## config.mk

```make
export PLATFORM = sky130hd
export DESIGN_NAME = core_issue_ctrl
export DESIGN_NICKNAME = d
export VERILOG_FILES = /design/src/rtl/core_issue_ctrl.sv
export SDC_FILE = /design/constraint.sdc
export NUM_CORES = 1
export LEC_CHECK = 0
export ABC_AREA = 1
export CORE_MARGIN = 2
export CORE_UTILIZATION = 45
export DETAILED_ROUTE_END_ITERATION = 6
export PLACE_DENSITY = 0.74
export SYNTH_ARGS = -nofsm -noshare
export SYNTH_HDL_FRONTEND = slang
export SYNTH_SLANG_ARGS = --single-unit
```

## constraint.sdc

```tcl
create_clock -name clk -period 2.4 [get_ports clk]
set_input_delay 0.24 -clock clk [delete_from_list [all_inputs] [get_ports clk]]
set_output_delay 0.24 -clock clk [all_outputs]
set_load 0.05 [all_outputs]
```

## src/rtl/core_issue_ctrl.sv

```systemverilog
// Issue scheduler: register scoreboard, RAW/WAW/structural hazard checks, stall/flush to decode,
// multiplier and single-outstanding load/store sequencing. Optional stats counters: ISSUE_CTRL_STATS_EN.
module core_issue_ctrl #(
    parameter int NUM_REGS = 8,
    parameter int REG_W    = 3,
    parameter int MUL_LAT  = 3
) (
    input  logic                clk,
    input  logic                rst_n,
    input  logic                dec_valid,
    input  logic [REG_W-1:0]    dec_ra,
    input  logic [REG_W-1:0]    dec_rb,
    input  logic [REG_W-1:0]    dec_rd,
    input  logic                dec_uses_ra,
    input  logic                dec_uses_rb,
    input  logic                dec_writeback,
    input  logic                dec_mul,
    input  logic                dec_ldst,
    input  logic                dec_load,
    input  logic                branch_taken,
    input  logic                wb_valid,
    input  logic [REG_W-1:0]    wb_rd,
    input  logic                mem_ack,
    output logic                stall,
    output logic                flush,
    output logic                issue,
    output logic                mul_start,
    output logic                mul_done,
    output logic                mem_req,
    output logic [NUM_REGS-1:0] pending
`ifdef ISSUE_CTRL_STATS_EN
    ,
    output logic [15:0]         stall_raw_cnt,
    output logic [15:0]         stall_struct_cnt,
    output logic [15:0]         flush_cnt
`endif
);

    localparam int CNT_W = $clog2(MUL_LAT + 1);
    // The issue cycle counts as the first of MUL_LAT, so done lands MUL_LAT-1 cycles later.
    localparam logic [CNT_W-1:0] MUL_LOAD = CNT_W'(MUL_LAT - 1);
    localparam logic [CNT_W-1:0] CNT_ONE  = CNT_W'(1);

    typedef enum logic {S_IDLE, S_REQ} mem_state_t;

    logic [NUM_REGS-1:0] r_pending;
    logic [CNT_W-1:0]    r_mul_cnt;
    logic [REG_W-1:0]    r_mul_rd;
    mem_state_t          r_mem_state;
    logic [REG_W-1:0]    r_mem_rd;
    logic                r_mem_load;
    logic                r_mem_req;

    logic [NUM_REGS-1:0] w_clr;
    logic [NUM_REGS-1:0] w_set;
    logic [NUM_REGS-1:0] w_eff;
    logic                w_raw, w_waw, w_mul_struct, w_mem_struct;

    always_comb begin
        w_clr = '0;
        if (wb_valid)
            w_clr[wb_rd] = 1'b1;
        if (r_mul_cnt == CNT_ONE)
            w_clr[r_mul_rd] = 1'b1;
        if (r_mem_state == S_REQ && mem_ack && r_mem_load)
            w_clr[r_mem_rd] = 1'b1;
        w_clr[0] = 1'b0;
    end

    assign w_eff        = r_pending & ~w_clr;
    assign w_raw        = (dec_uses_ra & w_eff[dec_ra]) | (dec_uses_rb & w_eff[dec_rb]);
    assign w_waw        = dec_writeback & w_eff[dec_rd];
    assign w_mul_struct = dec_mul & (r_mul_cnt > CNT_ONE);
    assign w_mem_struct = dec_ldst & (r_mem_state != S_IDLE) & ~mem_ack;

    assign flush     = branch_taken;
    assign stall     = dec_valid & ~flush & (w_raw | w_waw | w_mul_struct | w_mem_struct);
    assign issue     = dec_valid & ~stall & ~flush;
    assign mul_start = issue & dec_mul;
    assign mul_done  = (r_mul_cnt == CNT_ONE);
    assign mem_req   = r_mem_req;
    assign pending   = r_pending;

    always_comb begin
        w_set = '0;
        if (issue && dec_writeback && dec_rd != '0)
            w_set[dec_rd] = 1'b1;
    end

    // Set is OR-ed after the clear so a same-cycle set/clear on one register leaves it pending.
    always_ff @(posedge clk or negedge rst_n) begin
        if (!rst_n)
            r_pending <= '0;
        else
            r_pending <= (r_pending & ~w_clr) | w_set;
    end

    always_ff @(posedge clk or negedge rst_n) begin
        if (!rst_n) begin
            r_mul_cnt <= '0;
            r_mul_rd  <= '0;
        end else if (mul_start) begin
            r_mul_cnt <= MUL_LOAD;
            r_mul_rd  <= dec_rd;
        end else if (r_mul_cnt != '0) begin
            r_mul_cnt <= r_mul_cnt - CNT_ONE;
        end
    end

    always_ff @(posedge clk or negedge rst_n) begin
        if (!rst_n) begin
            r_mem_state <= S_IDLE;
            r_mem_rd    <= '0;
            r_mem_load  <= 1'b0;
            r_mem_req   <= 1'b0;
        end else begin
            case (r_mem_state)
                S_IDLE: begin
                    if (issue && dec_ldst) begin
                        r_mem_state <= S_REQ;
                        r_mem_rd    <= dec_rd;
                        r_mem_load  <= dec_load;
                        r_mem_req   <= 1'b1;
                    end
                end
                S_REQ: begin
                    if (mem_ack) begin
                        if (issue && dec_ldst) begin
                            r_mem_rd   <= dec_rd;
                            r_mem_load <= dec_load;
                        end else begin
                            r_mem_state <= S_IDLE;
                            r_mem_req   <= 1'b0;
                        end
                    end
                end
                default: begin
                    r_mem_state <= S_IDLE;
                    r_mem_req   <= 1'b0;
                end
            endcase
        end
    end

`ifdef ISSUE_CTRL_STATS_EN
    logic w_cnt_raw, w_cnt_struct;
    // A cycle with both raw and structural causes is attributed to raw only.
    assign w_cnt_raw    = dec_valid & ~flush & w_raw;
    assign w_cnt_struct = dec_valid & ~flush & ~w_raw & (w_mul_struct | w_mem_struct);

    always_ff @(posedge clk or negedge rst_n) begin
        if (!rst_n) begin
            stall_raw_cnt    <= '0;
            stall_struct_cnt <= '0;
            flush_cnt        <= '0;
        end else begin
            if (w_cnt_raw && stall_raw_cnt != 16'hFFFF)
                stall_raw_cnt <= stall_raw_cnt + 16'd1;
            if (w_cnt_struct && stall_struct_cnt != 16'hFFFF)
                stall_struct_cnt <= stall_struct_cnt + 16'd1;
            if (flush && flush_cnt != 16'hFFFF)
                flush_cnt <= flush_cnt + 16'd1;
        end
    end
`endif

endmodule

```

==> run_results.csv <==
group,metric,value,unit
route,firstDrtPassIters,4,
synthesis,synth_ff_type,"dfrtp_1",
route,detail-route-antenna-nets,0,
cts,clkTransAtPathRegs,0.12,ns
timing,holdWs,0.2454,ns
timing,slew_headroom,0.6611,
setup_path,cp-end-kind,"primary output",
setup_path,required,2.16,ns
floorplan,fp.dieW,62.46,µm
floorplan,core_area,3311,µm²
cells_and_area,design_area,2230,µm²
synthesis,synth.area.top_cells,"dfrtp_1 31%, nand2_1 14%, nand3_1 9.1%, inv_1 8.1%, nand4_1 7.3%",
synthesis,synth-warning-count,0,
synthesis,yosysSeqAreaShare,0.3092,
grt,grt_usage,0.2231,
route,dr_total_vias,1703,
floorplan,rows,21,
cells_and_area,instances_no_fill,334,
cells_and_area,seq_area,475.5,µm²
cts,cts_tree,"yes",
run_status,status,"complete, but fails checks",
synthesis,syn_inst,234,
cts,h-tree-depth,1,
timing,finalHoldViolCount,0,
floorplan,fp.dieH,62.46,µm
run_status,violations,"setup timing",
synthesis,yosysMostFrequentCell,"nand2_1",
cts,clock_latency,0.31,ns
power,vdd.ir_drop.worst,0.0004909,V
cells_and_area,postLayoutCoreUtil,0.6735,
setup_path,critPathKind,"reg -> out",
cts,clockBufferDepth,2,
power,p_per_area,737.1,nW/µm²
cells_and_area,nFillCells,302,
cts,cts_root_buffer,"clkbuf_4",
timing,tightest_slew,0.5068,ns
timing,rsz0062_at_grt,"true",
cts,numCtsBuffers,3,
cells_and_area,layout-drive-gt1-share,0.2292,
timing,fin_crit,2.491,ns
setup_path,reg2reg_depth,19,
cells_and_area,fin_nets,315,
power,p_total,1.644,mW
placed_design,gp_congestion,0.9342,
placed_design,portBuffers,37,
synthesis,synth-edff-count,0,
placed_design,dpl_cell_area,2079,µm²
floorplan,dieArea,3901,µm²
route,viasPerCell,5.099,
timing,maxSlewViolCount,0,
timing,layout_setup_ws,-0.09119,ns
power,p_leak,1.074,nW
timing,fin_skew,0.01353,ns
placed_design,dp_slack,-0.01607,ns
synthesis,syn_area,1538,µm²
grt,antenna_found_initial,0,
placed_design,hpwlAfterDp,3329,µm
route,drt_iter0_markers,78,
grt,grt_overflow_total,0,
floorplan,start_util,0.4645,
hold_path,hold_path_class,"in -> async",
synthesis,synth.distinct_cells,28,
setup_path,crit_arrival,2.25,ns
cts,cts.sinks,19,
timing,clock.fmax,401.4,MHz
setup_path,r2r-start,"r_mul_cnt[1]",
floorplan,io_pins,38,
setup_path,startpoint_type,"flop",
grt,grt_max_degree,20,
setup_path,crit_fanout,6,
synthesis,synth_nets,260,
placed_design,dpl.cell_count,325,
job,maxCapViolCount,0,
synthesis,synth_top_area_share,0.3092,
synthesis,synth-seq-cells,19,
setup_path,r2r_slack,0.15,ns
route,wl_per_cell,12.92,µm
grt,first_global_vias,1646,
synthesis,yosysTopAreaCell,"dfrtp_1",
synthesis,synth_area_per_cell,6.571,µm²
synthesis,postSynth.asyncResetShare,1.000,
timing,setup_tns,-0.2127,ns
cells_and_area,multiInputGateArea,965.9,µm²
cells_and_area,syn_to_final_growth,45.00,%
synthesis,synthTopCellsByCount,"57 x nand2_1, 33 x inv_1, 28 x nand3_1",
route,wl,4315,µm
timing,fin_crit_sh,1.038,
grt,grt_pass1_wl,7134,µm
route,drc,0,
setup_path,r2r-end,"r_mem_rd[1]",
cts,postCtsHoldBufs,0,
timing,setup_viol,3,
cells_and_area,num_antenna_cells,0,
-- worst max-delay path by stage --
| stage | from | endpoint | slack, ns |
|---|---|---|---|
| 3_3_place_gp | wb_rd[0] | issue | 0.007 |
| 4_1_cts | r_mul_cnt[1] | issue | -0.06 |
| 2_1_floorplan | r_mul_cnt[1] | issue | 0.10 |
| 5_1_grt | r_mul_cnt[1] | issue | -0.23 |
| 6_report | r_mul_cnt[1] | issue | -0.09 |
| 3_5_place_dp | wb_rd[0] | issue | -0.02 |
-- worst max-delay path, cell delays in order (launching register included) --
cell	delay (ns)
dfrtp_1	0.42
inv_2	0.08
ha_4	0.18
nand2_4	0.07
clkinvlp_4	0.10
nand3_1	0.10
nand3_2	0.11
nand2_1	0.06
nand2_2	0.07
inv_2	0.03
nand2_2	0.06
nor2_4	0.04
nor2_4	0.09
nand2_4	0.07
nor2_8	0.14
nand2_2	0.07
clkinvlp_4	0.10
buf_12	0.13
-- area by class of cell --
class | count | share of cell area
multi-input cells | 168 | 0.4332
repair buffers | 55 | 0.2402
flip-flops and latches | 19 | 0.2132
inverters | 42 | 0.07520
well taps | 46 | 0.02581
clock buffers | 3 | 0.01010
clock inverters | 1 | 0.002245
-- routing by layer --
| layer | vias up | routed length [µm] | part of all wire | GRT usage |
|---|---|---|---|---|
| li1 | 868 | - | - | - |
| met1 | 774 | 1846 | 0.43 | 0.2818 |
| met2 | 53 | 2156 | 0.50 | 0.3817 |
| met3 | 8 | 229 | 0.053 | 0.03964 |
| met4 | 0 | 82 | 0.019 | 0.08056 |
| met5 | - | 0 | 0 | 0 |
-- cell families after synthesis --
group           count (synthesis)  share of synthesized area
xor+xnor                        1                   0.005697
fa+ha+maj                       2                    0.01627
simple gates                  152                     0.4972
flops                          19                     0.3092
buf+inv                        47                     0.1221
compound gates                 13                    0.04964
-- flip-flops by register name (all words and copies together) (netlist names) --
signal       count
r_mem_load       1
r_mem_state      1
r_mul_rd         3
r_mem_rd         3
mem_req          1
pending          8
r_mul_cnt        2
-- cell usage in the layout, fill, tap and decap left out, drive strengths merged --
cell type       n
buf            21
o32ai           1
dfrtp          19
clkinvlp        2
nand4          18
a21oi           6
clkbuf          3
nand3          35
ha              2
o211ai          1
or2             1
clkinv          1
o21bai          1
nor3            8
nand2          60
nor2           30
clkdlybuf4s50  34
o21ai           3
inv            40
o21a            1
xor2            1
-- report_power, final --
group	switching (mW)	internal (mW)
clock	0.107	0.0623
combinational	0.568	0.365
sequential	0.123	0.418
total	0.798	0.845
-- repair_timing --
action | 4_1_cts | 5_1_grt
buffers inserted | 3 | 2
endpoints found under the hold margin | 0 | 0
gates resized for setup | 12 | 10
pin swaps | 6 | 6
endpoints found under the setup margin | 3 | 3
Note: power is estimated with default switching activity, not from simulation.
